==> src/rtl/seq_detect_pkg.sv <==
// Shared types and helpers for the programmable serial pattern detector.
package seq_detect_pkg;

  typedef enum logic [1:0] {
    IDLE = 2'd0,
    FILL = 2'd1,
    HUNT = 2'd2
  } state_e;

  localparam int unsigned DEF_MAX_LEN = 8;
  localparam int unsigned DEF_CNT_W   = 8;
  localparam int unsigned MASK_W      = 32;

  // Ones in the low `len` bit positions; callers truncate to their pattern width.
  function automatic logic [MASK_W-1:0] len_mask(input int unsigned len);
    logic [MASK_W-1:0] m;
    for (int unsigned i = 0; i < MASK_W; i++) begin
      m[i] = (i < len);
    end
    return m;
  endfunction

endpackage

==> src/rtl/sat_counter.sv <==
// Saturating up-counter with synchronous clear; clear together with inc loads 1.
module sat_counter #(
  parameter int W = 8
) (
  input  logic         clk,
  input  logic         rst_n,
  input  logic         inc,
  input  logic         clr,
  output logic [W-1:0] cnt
);

  logic [W-1:0] cnt_q, cnt_d;

  // NOTE: every variable assigned in always_comb gets a default first, so no path leaves it unassigned and no latch is inferred.
  always_comb begin
    cnt_d = cnt_q;
    if (clr) begin
      cnt_d = inc ? W'(1) : '0;
    end else if (inc && (cnt_q != '1)) begin
      cnt_d = cnt_q + W'(1);
    end
  end

  // NOTE: state is updated with non-blocking assignments so every flop samples pre-edge values.
  always_ff @(posedge clk or negedge rst_n) begin
    if (!rst_n) cnt_q <= '0;
    else        cnt_q <= cnt_d;
  end

  assign cnt = cnt_q;

endmodule

==> src/rtl/seq_detect_prog.sv <==
// Programmable serial bit-pattern detector with overlap control and saturating match count.
// Define SEQ_DETECT_MEALY_EN for a combinational (same-cycle) match output; default is registered.
module seq_detect_prog
  import seq_detect_pkg::*;
#(
  parameter int MAX_LEN = DEF_MAX_LEN,
  parameter int LEN_W   = $clog2(MAX_LEN) + 1,
  parameter int CNT_W   = DEF_CNT_W
) (
  input  logic               clk,
  input  logic               rst,
  input  logic               cfg_load,
  input  logic [MAX_LEN-1:0] cfg_pattern,
  input  logic [LEN_W-1:0]   cfg_len,
  input  logic               cfg_overlap,
  output logic               cfg_err,
  input  logic               in_valid,
  input  logic               in,
  output logic               match,
  output logic [CNT_W-1:0]   match_cnt,
  input  logic               cnt_clr,
  output logic               armed
);

  state_e             state_q, state_d;
  logic [MAX_LEN-1:0] pat_q, pat_d;
  // Only the previous MAX_LEN-1 bits are kept; the incoming bit completes the window.
  logic [MAX_LEN-2:0] hist_q, hist_d;
  logic [LEN_W-1:0]   len_q, len_d, fill_q, fill_d;
  logic               ovl_q, ovl_d;
  logic               armed_q, armed_d;
  logic               cfg_err_q, cfg_err_d;

  logic [MAX_LEN-1:0] cand, mask;
  logic [LEN_W-1:0]   fill_inc;
  logic               cfg_legal, accept, hit;

  assign cand      = {hist_q, in};
  assign mask      = MAX_LEN'(len_mask(32'(len_q)));
  assign fill_inc  = fill_q + LEN_W'(1);
  assign cfg_legal = (cfg_len != '0) && (cfg_len <= LEN_W'(MAX_LEN));
  assign accept    = in_valid && !cfg_load && (state_q != IDLE);
  assign hit       = accept && (fill_inc >= len_q) && (((cand ^ pat_q) & mask) == '0);

  always_comb begin
    state_d   = state_q;
    pat_d     = pat_q;
    len_d     = len_q;
    ovl_d     = ovl_q;
    hist_d    = hist_q;
    fill_d    = fill_q;
    cfg_err_d = 1'b0;
    if (cfg_load) begin
      hist_d = '0;
      fill_d = '0;
      if (cfg_legal) begin
        state_d = FILL;
        pat_d   = cfg_pattern;
        len_d   = cfg_len;
        ovl_d   = cfg_overlap;
      end else begin
        state_d   = IDLE;
        cfg_err_d = 1'b1;
      end
    end else if (accept) begin
      if (hit && !ovl_q) begin
        hist_d  = '0;
        fill_d  = '0;
        state_d = FILL;
      end else begin
        hist_d  = cand[MAX_LEN-2:0];
        fill_d  = (fill_q < len_q) ? fill_inc : fill_q;
        state_d = (fill_d == len_q) ? HUNT : FILL;
      end
    end
    armed_d = (state_d != IDLE);
  end

  always_ff @(posedge clk or negedge rst) begin
    if (!rst) begin
      state_q   <= IDLE;
      pat_q     <= '0;
      len_q     <= '0;
      ovl_q     <= 1'b0;
      hist_q    <= '0;
      fill_q    <= '0;
      armed_q   <= 1'b0;
      cfg_err_q <= 1'b0;
    end else begin
      state_q   <= state_d;
      pat_q     <= pat_d;
      len_q     <= len_d;
      ovl_q     <= ovl_d;
      hist_q    <= hist_d;
      fill_q    <= fill_d;
      armed_q   <= armed_d;
      cfg_err_q <= cfg_err_d;
    end
  end

`ifdef SEQ_DETECT_MEALY_EN
  assign match = hit;
`else
  logic match_q;

  always_ff @(posedge clk or negedge rst) begin
    if (!rst) match_q <= 1'b0;
    else      match_q <= hit;
  end

  assign match = match_q;
`endif

  sat_counter #(.W(CNT_W)) u_match_cnt (
    .clk   (clk),
    .rst_n (rst),
    .inc   (hit),
    .clr   (cnt_clr),
    .cnt   (match_cnt)
  );

  assign armed   = armed_q;
  assign cfg_err = cfg_err_q;

endmodule

==> config.mk <==
export PLATFORM = sky130hd
export DESIGN_NAME = seq_detect_prog
export DESIGN_NICKNAME = d
export VERILOG_FILES = /design/src/rtl/seq_detect_pkg.sv /design/src/rtl/sat_counter.sv /design/src/rtl/seq_detect_prog.sv
export SDC_FILE = /design/constraint.sdc
export NUM_CORES = 1
export LEC_CHECK = 0
export CAP_MARGIN = 5
export CORE_MARGIN = 3
export CORE_UTILIZATION = 49
export DETAILED_ROUTE_END_ITERATION = 6
export GPL_TIMING_DRIVEN = 0
export PLACE_DENSITY = 0.75
export SYNTH_ARGS = -nofsm -noshare
export SYNTH_HDL_FRONTEND = slang
export SYNTH_SLANG_ARGS = --single-unit
==> constraint.sdc <==
create_clock -name clk -period 3 [get_ports clk]
set_input_delay 0.6 -clock clk [delete_from_list [all_inputs] [get_ports clk]]
set_output_delay 0.6 -clock clk [all_outputs]
set_load 0.01 [all_outputs]
* Word level (Yosys, flattened, before mapping)
Cells that the tools add are included.
Cells by class: $add $sub $neg 2, $lt $le $gt $ge 11, eq/ne operators 2, multiplexer cells 17, bitwise gates (word level) 2, reduce and logical (&&, ||, !) cells 16
Operator list (number):
- 2-to-1 mux 7 bit | 3
- < comparator 3 x 4 -> 1 bit (first input constant) | 4
- 2-to-1 mux 4 bit | 4
- 2-to-1 mux 8 bit | 2
- adder 8 x 1 -> 8 bit (second input constant) | 1
- AND 8 bit | 1
- logical NOT 8 bit | 1
- < comparator 1 x 4 -> 1 bit (first input constant) | 2
- < comparator 2 x 4 -> 1 bit (first input constant) | 2
- 2-to-1 mux 2 bit | 4
- != test 8 bit (second input constant) | 1
- nonzero test 2 bit | 4
- bitwise XOR 8 bit | 1
- logical AND 1 bit | 7
- adder 4 x 1 -> 4 bit (second input constant) | 1
- equality test 4 bit | 1
- greater-or-equal comparator 4 bit | 1
- <= comparator 4 bit (second input constant) | 1
- < comparator 4 bit | 1
- 2-to-1 mux 1 bit | 4
- nonzero test 4 bit | 1
- logical NOT 1 bit | 2
- AND reduction 2 bit | 1
Word-level totals: register bits after elaboration 37, input port bits 19, output and inout port bits 11

* Longest topological paths before layout
Gate-level depths: netlist of run 1.
depth after elaboration 10, mapped depth 12, gate-level depth less buffers 9

* Cells and area by module
Synthesis of run 1 repeated with hierarchy kept, for this count alone.
Unflattened totals: cell total of the unflattened synthesis 199, area total of the unflattened synthesis 2130.8 um2
Modules (own cells, without submodules):
- seq_detect_prog | instances 1, cells an instance 152, area each 1657.8 um2
- sat_counter | instances 1, cells an instance 47, area each 473.0 um2

* Least setup slack after synthesis of run 1
No wires, ideal clock.
path kind reg2reg, from reg fill_q[0], to reg fill_q[0], setup time 131 ps, arrival 2374 ps, path slack 495 ps, cell stages (with the launch flop) 11, path buffers 2, clock period less this slack 2505 ps, path through dfrtp_1 -> ha_1 -> ha_1 -> a21boi_0 -> o31ai_1 -> a2111oi_4 -> o21ai_2 -> buf_6 -> buf_2 -> o2111ai_1 -> nand3_1
Between the ends: word-level cells in the longest chain between the ends 8, elaborated cells on any way between the ends 10
RTL lines:
- start: declaration | line seq_detect_prog.sv:29 | logic [LEN_W-1:0] len_q, len_d, fill_q, fill_d;
- start signal: assignment | line seq_detect_prog.sv:95 | fill_q <= fill_d;
- adder 4 x 1 -> 4 bit | line seq_detect_prog.sv:40 | assign fill_inc = fill_q + LEN_W'(1);
- greater-or-equal comparator 4 bit | line seq_detect_prog.sv:43 | assign hit = accept && (fill_inc >= len_q) && (((cand ^ pat_q) & mask) == '0);
- logical AND 1 bit (2 in series) | line seq_detect_prog.sv:43
- logical AND 1 bit | line seq_detect_prog.sv:66 | if (hit && !ovl_q) begin
- 2-to-1 mux 4 bit * | line seq_detect_prog.sv:66
- 2-to-1 mux 4 bit * | line seq_detect_prog.sv:65 | end else if (accept) begin
- 2-to-1 mux 4 bit * | line seq_detect_prog.sv:53 | if (cfg_load) begin
Every way passes the cells marked *; elsewhere a longest branch is shown, timed or not. The select of a mux whose other input is x is not followed. A chain may end at the register's enable or synchronous reset.

* Worst setup path in the final report of run 1
from reg fill_q[0], to reg fill_q[1]
The elaborated chain is that of the path after synthesis.

==> results of run 1 <==
-- per-layer routing --
metal  global-route usage  part of all wire
met2                0.323              0.48
met1                0.245              0.46
met4               0.0676             0.016
met5                    0                 0
met3               0.0416             0.041
-- cell usage in the layout, fill, tap and decap left out, drive strengths merged, types with 2 or more instances in the layout --
master and count:
nor2 9, inv 14, a21oi 8, o2111ai 7
nand2 43, xnor2 11, a22o 7, o21a 4
or3 5, o211ai 3, or4 2, nand3 6
nand4 3, clkdlybuf4s50 27, clkbuf 12, xor2 4
ha 10, buf 6, a31oi 3, mux2 3
nor3 5, dfrtp 37, o21ai 14, o31ai 4
o31a 2, nor2b 2
-- cell type report --
class	count	area, um^2	area share
multi-input cells	171	1120	0.435
flip-flops and latches	37	926	0.358
repair buffers	28	275	0.107
clock buffers	7	76.3	0.0295
well taps	50	62.6	0.0242
plain buffers	10	56.3	0.0218
inverters	15	56.3	0.0218
clock inverters	1	7.51	0.00291
-- power by group through the flow --
stage / Sequential, mW / Combinational, mW / Clock, mW
3_3_place_gp: 0.578 / 0.287 / 0
3_5_place_dp: 0.579 / 0.294 / 0
2_1_floorplan: 0.574 / 0.204 / 0
6_report: 0.570 / 0.293 / 0.336
5_1_grt: 0.574 / 0.328 / 0.373
4_1_cts: 0.569 / 0.295 / 0.352
-- cells by family (layout without fill, tap and decap cells) --
group,Yosys count,in the layout,synth area share
fa+ha+maj,10,10,0.0578
mux,3,3,0.0156
flops,37,37,0.427
compound gates,63,63,0.214
xor+xnor,15,15,0.0607
buf+inv,26,61,0.0537
simple gates,80,80,0.170
-- repair_timing --
item                                    in CTS  in global routing
hold endpoints to repair                     0                  0
resized for setup                            0                  0
endpoints found under the setup margin       0                  1
-- how the worst max path moves through the flow --
stage,startpoint,slack (ns),end
after floorplan,fill_q[0],0.49,fill_q[0]
after global placement,fill_q[2],0.25,fill_q[0]
after detailed placement,fill_q[2],0.23,fill_q[1]
after CTS,fill_q[2],0.20,fill_q[1]
after global routing,fill_q[0],0.02,fill_q[2]
final,fill_q[0],0.22,fill_q[1]
-- worst max-delay path: stages (launching register included) --
cell and delay, ns:
dfrtp_1 0.47, ha_1 0.38, ha_1 0.29, a21boi_0 0.19
o31ai_1 0.12, a2111oi_4 0.37, o21ai_2 0.18, buf_6 0.17
buf_2 0.18, o2111ai_1 0.20, nand3_1 0.09
-- Yosys cell counts (5+ instances only) --
| master | count | share of area |
|---|---|---|
| a21oi_1 | 8 | 0.018 |
| o2111ai_1 | 7 | 0.028 |
| clkbuf_1 | 6 | 0.010 |
| ha_1 | 10 | 0.058 |
| dfrtp_1 | 37 | 0.43 |
| a22o_1 | 7 | 0.028 |
| xnor2_1 | 11 | 0.044 |
| inv_1 | 14 | 0.024 |
| o21ai_0 | 12 | 0.028 |
| nand2_1 | 43 | 0.075 |
| nor2_1 | 9 | 0.016 |
| or3_1 | 5 | 0.014 |
| nor3_1 | 5 | 0.012 |
| nand3_1 | 6 | 0.014 |
-- sequential cells by signal, indices dropped and copies added (netlist names) --
name,count
armed,1
cfg_err,1
fill_q,4
hist_q,7
len_q,4
match,1
ovl_q,1
pat_q,8
state_q,2
u_match_cnt.cnt,8
==> reports/qor.txt, run 1 <==
post-layout min period = 2.78 ns
worst vdd ir = 329 uV
Rel. slew slack = 0.458
Worst-Skew Late Latency = 0.29 ns
mean post-synth cell area = 9.26 um^2
Post-synth ARST share = 1.00
CTS buffer count = 5
Final ANT Viol Nets = 0
clock-pin slew on the worst setup and hold paths = 0.07 ns
Tot GR Track Use = 0.192
Detail Placement HPWL = 3350 um
critical path class = reg -> reg
status = complete, no violations
Layout Utilization = 0.623
Core ar. = 4140 um^2
sequential power share = 0.475
Syn. warnings = 0
Initial Utilization = 0.523
IO buf count = 28
Comb pwr share = 0.244
Die Width = 72.5 um
die footprint = 5250 um^2
switching power = 370 uW
final setup fails = 0
layout net count = 297
IO Count = 30
vias per inst = 5.65
total negative slack = 0 ns
Worst R2R Path Depth = 10
FF-to-FF Start = fill_q[0]
Fillers = 384
CTS H-tree depth = 2
cts hold-fix bufs = 0
Fin. Hold Viols = 0
final clock skew = 0.00528 ns
fin crit share = 0.927
Pwr Total = 1.20 mW
GPL Wtd Cong = 0.893
hold slack = 0.387 ns
first-pass GRT wire length = 7840 um
initial antenna violation count = 0
register area share after synthesis = 0.427
clk root buf = clkbuf_8
Mapped Area = 2170 um^2
CTS Sinks = 37
Die H = 72.5 um
detailed-route wire length = 4460 um
max cap viols = 0
# DRC = 0
layout cells sized above 1 = 0.0669
worst reg2reg path endpoint = fill_q[1]
vias in the first global route = 1701
CTS tree = yes
HP Class = in -> async
placed cell areas = 2500 um^2
Non-Filler Instances = 319
Post-synth EDFFs = 0
Tightest Pin Transition = 0.813 ns
WP data arrival = 2.94 ns
required time of the critical path = 3.16 ns
diode count = 0
drt first pass iters = 4
main flop type after synthesis = dfrtp_1
Area Overhead vs Synth = 19.3%
routed len/inst = 14.0 um
Clock Power Share = 0.281
Switching Share = 0.308
clock buffer depth = 2
Post-Syn Nets = 263
internal power = 830 uW
post-placement setup slack = 0.231 ns
Setup WS post-layout = 0.218 ns
R2R Setup Slk = 0.22 ns
Power Density = 464 nW/um^2
critical path endpoint category = register
CP max FO = 10
fin area = 2580 um^2
First DRT Iteration DRCs = 54
routed via count = 1803
largest net degree at the start of global routing = 38
CP startpoint kind = register
RSZ-0062 raised after global routing = false
cell count after synthesis = 234
Yosys reg bits = 37
Max Slew Vio Count = 0
final global-route overflow total = 0
Site Rows = 23
placed insts = 312
setup repair bufs after CTS = 0
Fmax achieved = 359 MHz
Distinct cells, synth = 45
P_leak = 1.12 nW
(Power assumes the default switching activity.)
==> run 2, diff against run 1 <==
CELL_PAD_IN_SITES_DETAIL_PLACEMENT = 1   (was unset)
CELL_PAD_IN_SITES_GLOBAL_PLACEMENT = 1   (was unset)
CORE_UTILIZATION = 42   (was 49)
PLACE_DENSITY = 0.82   (was 0.75)
clock period = 2.8 ns   (was 3 ns; I/O delays follow)
==> reports/qor.txt, run 2 (same netlist as run 1, synthesis figures left out) <==
critical path class = reg -> reg (unchanged)
GPL Wtd Cong = 0.824 (was 0.893)
Comb pwr share = 0.271 (was 0.244)
switching power = 453 uW (was 370 uW)
largest net degree at the start of global routing = 38 (unchanged)
Area Overhead vs Synth = 26.7% (was 19.3%)
Die Width = 77.8 um (was 72.5 um)
layout net count = 308 (was 297)
Clock Power Share = 0.286 (was 0.281)
diode count = 0 (unchanged)
first-pass GRT wire length = 9860 um (was 7840 um)
First DRT Iteration DRCs = 103 (was 54)
WP data arrival = 2.93 ns (was 2.94 ns)
post-layout min period = 2.76 ns (was 2.78 ns)
Fillers = 553 (was 384)
CTS tree = yes (unchanged)
Non-Filler Instances = 346 (was 319)
Max Slew Vio Count = 0 (unchanged)
Bufs and invs on worst path = 2 (unchanged)
CTS buffer count = 5 (unchanged)
P_leak = 1.18 nW (was 1.12 nW)
Crit-path slowest cell = dfrtp_2 (was dfrtp_1)
final clock skew = 0.0135 ns (was 0.00528 ns)
initial antenna violation count = 0 (unchanged)
Site Rows = 25 (was 23)
most common cell after layout, fill and taps aside = nand2_1 (unchanged)
Setup WS post-layout = 0.0442 ns (was 0.218 ns)
CTS Sinks = 37 (unchanged)
max cap viols = 0 (unchanged)
IO buf count = 28 (unchanged)
drt first pass iters = 4 (unchanged)
routed via count = 1910 (was 1803)
Initial Utilization = 0.447 (was 0.523)
Rel. slew slack = 0.426 (was 0.458)
placed insts = 329 (was 312)
worst path cell trace = ha_2, ha_1, a21boi_1, o31ai_1, a2111oi_4, o21ai_4, buf_6, buf_2, o2111ai_2, nand3_1 (was ha_1, ha_1, a21boi_0, o31ai_1, a2111oi_4, o21ai_2, buf_6, buf_2, o2111ai_1, nand3_1)
Worst R2R Path Depth = 10 (unchanged)
final global-route overflow total = 0 (unchanged)
HP Class = in -> async (unchanged)
Fin. Hold Viols = 0 (unchanged)
Tightest Pin Transition = 0.861 ns (was 0.813 ns)
layout cells sized above 1 = 0.140 (was 0.0669)
# DRC = 0 (unchanged)
R2R Setup Slk = 0.04 ns (was 0.22 ns)
CP startpoint kind = register (unchanged)
fin crit share = 0.984 (was 0.927)
vias per inst = 5.52 (was 5.65)
status = complete, no violations (unchanged)
Tot GR Track Use = 0.205 (was 0.192)
Final ANT Viol Nets = 0 (unchanged)
Core ar. = 4850 um^2 (was 4140 um^2)
largest incremental delay on the critical path = 0.44 ns (was 0.47 ns)
Switching Share = 0.328 (was 0.308)
required time of the critical path = 2.98 ns (was 3.16 ns)
CTS H-tree depth = 2 (unchanged)
worst vdd ir = 340 uV (was 329 uV)
worst reg2reg path endpoint = fill_q[0] (was fill_q[1])
critical path endpoint category = register (unchanged)
RSZ-0062 raised after global routing = true (was false)
post-placement setup slack = -0.0865 ns (was 0.231 ns)
delay-heaviest family, CP = compound AO/OA/AOI/OAI gates (unchanged)
Power Density = 503 nW/um^2 (was 464 nW/um^2)
final setup fails = 0 (unchanged)
vias in the first global route = 2031 (was 1701)
hold slack = 0.370 ns (was 0.387 ns)
routed len/inst = 17.3 um (was 14.0 um)
CP max FO = 10 (unchanged)
clock buffer depth = 2 (unchanged)
Die H = 77.8 um (was 72.5 um)
clock-pin slew on the worst setup and hold paths = 0.08 ns (was 0.07 ns)
Worst-Skew Late Latency = 0.30 ns (was 0.29 ns)
Detail Placement HPWL = 4130 um (was 3350 um)
clk root buf = clkbuf_8 (unchanged)
internal power = 929 uW (was 830 uW)
FF-to-FF Start = fill_q[0] (unchanged)
die footprint = 6050 um^2 (was 5250 um^2)
Fmax achieved = 363 MHz (was 359 MHz)
IO Count = 30 (unchanged)
Setup crit start = fill_q[0] (unchanged)
commonest cells after routing, fill and taps aside = nand2_1 (43), dfrtp_1 (34), clkdlybuf4s50_1 (27) (was nand2_1 (43), dfrtp_1 (37), clkdlybuf4s50_1 (27))
detailed-route wire length = 6000 um (was 4460 um)
sequential power share = 0.442 (was 0.475)
-- run 2: power groups by stage --
stage | sequential (mW) | combinational [mW] | clock [mW]
finish | 0.611 | 0.375 | 0.395
global route | 0.616 | 0.416 | 0.427
detailed placement | 0.623 | 0.328 | 0
global placement | 0.620 | 0.315 | 0
floorplan | 0.614 | 0.218 | 0
CTS | 0.613 | 0.337 | 0.404
-- run 2: how the worst max path moves through the flow --
stage | end | cells after the start
after floorplan | fill_q[0] | 10
after global placement | fill_q[3] | 12
after detailed placement | fill_q[1] | 12
after CTS | fill_q[0] | 10
after global routing | fill_q[1] | 10
final | fill_q[0] | 10
-- run 2: layout make-up --
class	instances	area, um^2	share of cell area
Multi-Input combinational cell	171	1170	0.427
Sequential cell	37	930	0.339
Timing Repair Buffer	39	358	0.130
Clock buffer	7	86.3	0.0315
Tap cell	67	83.8	0.0306
Buffer	10	58.8	0.0214
Inverter	15	56.3	0.0205
-- run 2: per-stage QoR --
step	power, mW	area (um^2)	setup TNS [ns]	utilization
after floorplan	0.833	2170	0	-
after global placement	0.935	2530	0	0.522
after detailed placement	0.951	2520	-0.398	0.521
after CTS	1.35	2620	0	0.540
after global routing	1.46	2740	-0.0715	0.566
final	1.38	2740	0	0.566
-- run 2: what timing repair did --
item                                    4_1_cts  5_1_grt
cloned                                        0        0
hold buffers                                  0        0
buffers inserted                              0       11
endpoints found under the setup margin       13        9
resized for setup                             3       10
pin swaps                                     1        1
-- run 2: per-layer routing --
metal,up-vias,wire length [um],track usage
met1,929,2750,0.260
met5,-,0,0
met2,44,2940,0.342
met4,0,132,0.0801
met3,12,187,0.0383
li1,925,-,-
==> run 3, diff against run 2 <==
CORE_UTILIZATION = 43   (was 42)
CTS_BUF_LIST = sky130_fd_sc_hd__clkbuf_2   (was unset)
CTS_CLUSTER_SIZE = 10   (was unset)
PLACE_DENSITY = 0.84   (was 0.82)
==> reports/qor.txt, run 3 (same netlist as run 1, synthesis figures left out) <==
status = complete, no violations (unchanged)
vias per inst = 5.49 (was 5.52)
placed cell areas = 2520 um^2 (unchanged)
clock buffer depth = 2 (unchanged)
clk root buf = clkbuf_2 (was clkbuf_8)
fin area = 2620 um^2 (was 2740 um^2)
routed len/inst = 16.5 um (was 17.3 um)
IO buf count = 28 (unchanged)
Initial Utilization = 0.453 (was 0.447)
commonest cells after routing, fill and taps aside = nand2_1 (43), dfrtp_1 (34), clkdlybuf4s50_1 (27) (unchanged)
HP Class = in -> async (unchanged)
Clock Power Share = 0.209 (was 0.286)
Worst-Skew Late Latency = 0.40 ns (was 0.30 ns)
Rel. slew slack = 0.431 (was 0.426)
Max Slew Vio Count = 0 (unchanged)
IO Count = 30 (unchanged)
post-layout min period = 2.70 ns (was 2.76 ns)
fin crit share = 0.965 (was 0.984)
CTS Sinks = 37 (unchanged)
required time of the critical path = 3.12 ns (was 2.98 ns)
initial antenna violation count = 0 (unchanged)
critical path class = reg -> reg (unchanged)
# DRC = 0 (unchanged)
internal power = 783 uW (was 929 uW)
GR met2 Demand/Resource = 0.340 (was 0.342)
routed via count = 1865 (was 1910)
sequential power share = 0.505 (was 0.442)
Tot GR Track Use = 0.201 (was 0.205)
layout cells sized above 1 = 0.110 (was 0.140)
max cap viols = 0 (unchanged)
Area Overhead vs Synth = 21.1% (was 26.7%)
First DRT Iteration DRCs = 53 (was 103)
die footprint = 5920 um^2 (was 6050 um^2)
largest net degree at the start of global routing = 38 (unchanged)
diode count = 0 (unchanged)
Detail Placement HPWL = 4130 um (about the same)
GPL Wtd Cong = 0.811 (was 0.824)
vias in the first global route = 1965 (was 2031)
P_leak = 1.12 nW (was 1.18 nW)
first-pass GRT wire length = 9420 um (was 9860 um)
Site Rows = 25 (unchanged)
M3 GR Usage = 0.0423 (was 0.0383)
Final ANT Viol Nets = 0 (unchanged)
Power Density = 462 nW/um^2 (was 503 nW/um^2)
critical path endpoint category = register (unchanged)
layout net count = 301 (was 308)
CTS H-tree depth = 2 (unchanged)
switching power = 428 uW (was 453 uW)
total negative slack = 0 ns (unchanged)
worst vdd ir = 214 uV (was 340 uV)
clock-pin slew on the worst setup and hold paths = 0.21 ns (was 0.08 ns)
Die H = 77.0 um (was 77.8 um)
final setup fails = 0 (unchanged)
CP startpoint kind = register (unchanged)
met1 Use GR = 0.251 (was 0.260)
Comb pwr share = 0.286 (was 0.271)
final global-route overflow total = 0 (unchanged)
drt first pass iters = 4 (unchanged)
Fin. Hold Viols = 0 (unchanged)
Fmax achieved = 370 MHz (was 363 MHz)
most common cell after layout, fill and taps aside = nand2_1 (unchanged)
final clock skew = 0.0105 ns (was 0.0135 ns)
WP data arrival = 3.02 ns (was 2.93 ns)
Core ar. = 4790 um^2 (was 4850 um^2)
Tightest Pin Transition = 0.853 ns (was 0.861 ns)
Die Width = 77.0 um (was 77.8 um)
detailed-route wire length = 5620 um (was 6000 um)
CTS buffer count = 5 (unchanged)
CP max FO = 9 (was 10)
busiest grt layer = met2 (unchanged)
Switching Share = 0.354 (was 0.328)
CTS tree = yes (unchanged)
==> run 3: repair_timing <==
item,4_1_cts,5_1_grt
pin swaps,0,1
hold buffers,0,0
endpoints found under the setup margin,7,9
cloned,0,0
buffers inserted,3,1
gates resized for setup,2,6
==> run 3: path summary, 6_finish.rpt <==
check / slack [ns] / depth (start not counted) / from / end
max in group asynchronous: 1.98 / 1 / rst / fill_q[2]
worst max register to register: 0.1 / 9 / len_q[1] / state_q[0]
worst max-delay path: 0.1 / 9 / len_q[1] / state_q[0]
min in group clk: 0.52 / 2 / cnt_clr / u_match_cnt.cnt[4]
worst min register to register: 0.53 / 2 / pat_q[6] / pat_q[6]
worst min-delay path: 0.22 / 1 / rst / u_match_cnt.cnt[7]
==> run 3: final cells by class <==
type,count,area (um^2)
Clock buffer,5,25.0
Sequential cell,37,930
Clock inverter,3,17.5
Fill cell,571,2160
Tap cell,67,83.8
Buffer,10,58.8
Inverter,15,56.3
Multi-Input combinational cell,171,1150
Timing Repair Buffer,32,305
==> run 3: per-layer routing <==
metal / wire length (um) / vias to the layer above
li1: - / 909
met1: 2530 / 911
met2: 2830 / 37
met3: 172 / 8
met4: 87 / 0
met5: 0 / -
==> run 3: power groups by stage <==
stage | clock (mW) | combinational, mW | sequential, mW
2_1_floorplan | 0 | 0.218 | 0.614
3_3_place_gp | 0 | 0.315 | 0.620
3_5_place_dp | 0 | 0.328 | 0.623
4_1_cts | 0.272 | 0.341 | 0.611
5_1_grt | 0.294 | 0.381 | 0.618
6_report | 0.253 | 0.347 | 0.611
==> run 3: worst max-delay path, stage by stage (launching register included) <==
cell	delay, ns
dfrtp_1	0.40
clkbuf_4	0.19
inv_1	0.16
ha_1	0.25
nor2b_1	0.15
o31a_1	0.28
or4_1	0.48
a31oi_1	0.21
o2111ai_1	0.22
o31a_1	0.29
==> run 3: through the flow <==
step                      utilization  setup slack (ns)  hold slack [ns]  power, mW  std cells
after floorplan                     -             0.295            0.264      0.833        234
after global placement          0.529           0.00928            0.485      0.934        329
after detailed placement        0.528           -0.0912            0.490      0.951        329
after CTS                       0.541            0.0126            0.235       1.22        339
after global routing            0.548          -0.00279            0.232       1.29        340
final                           0.548            0.0974            0.219       1.21        340
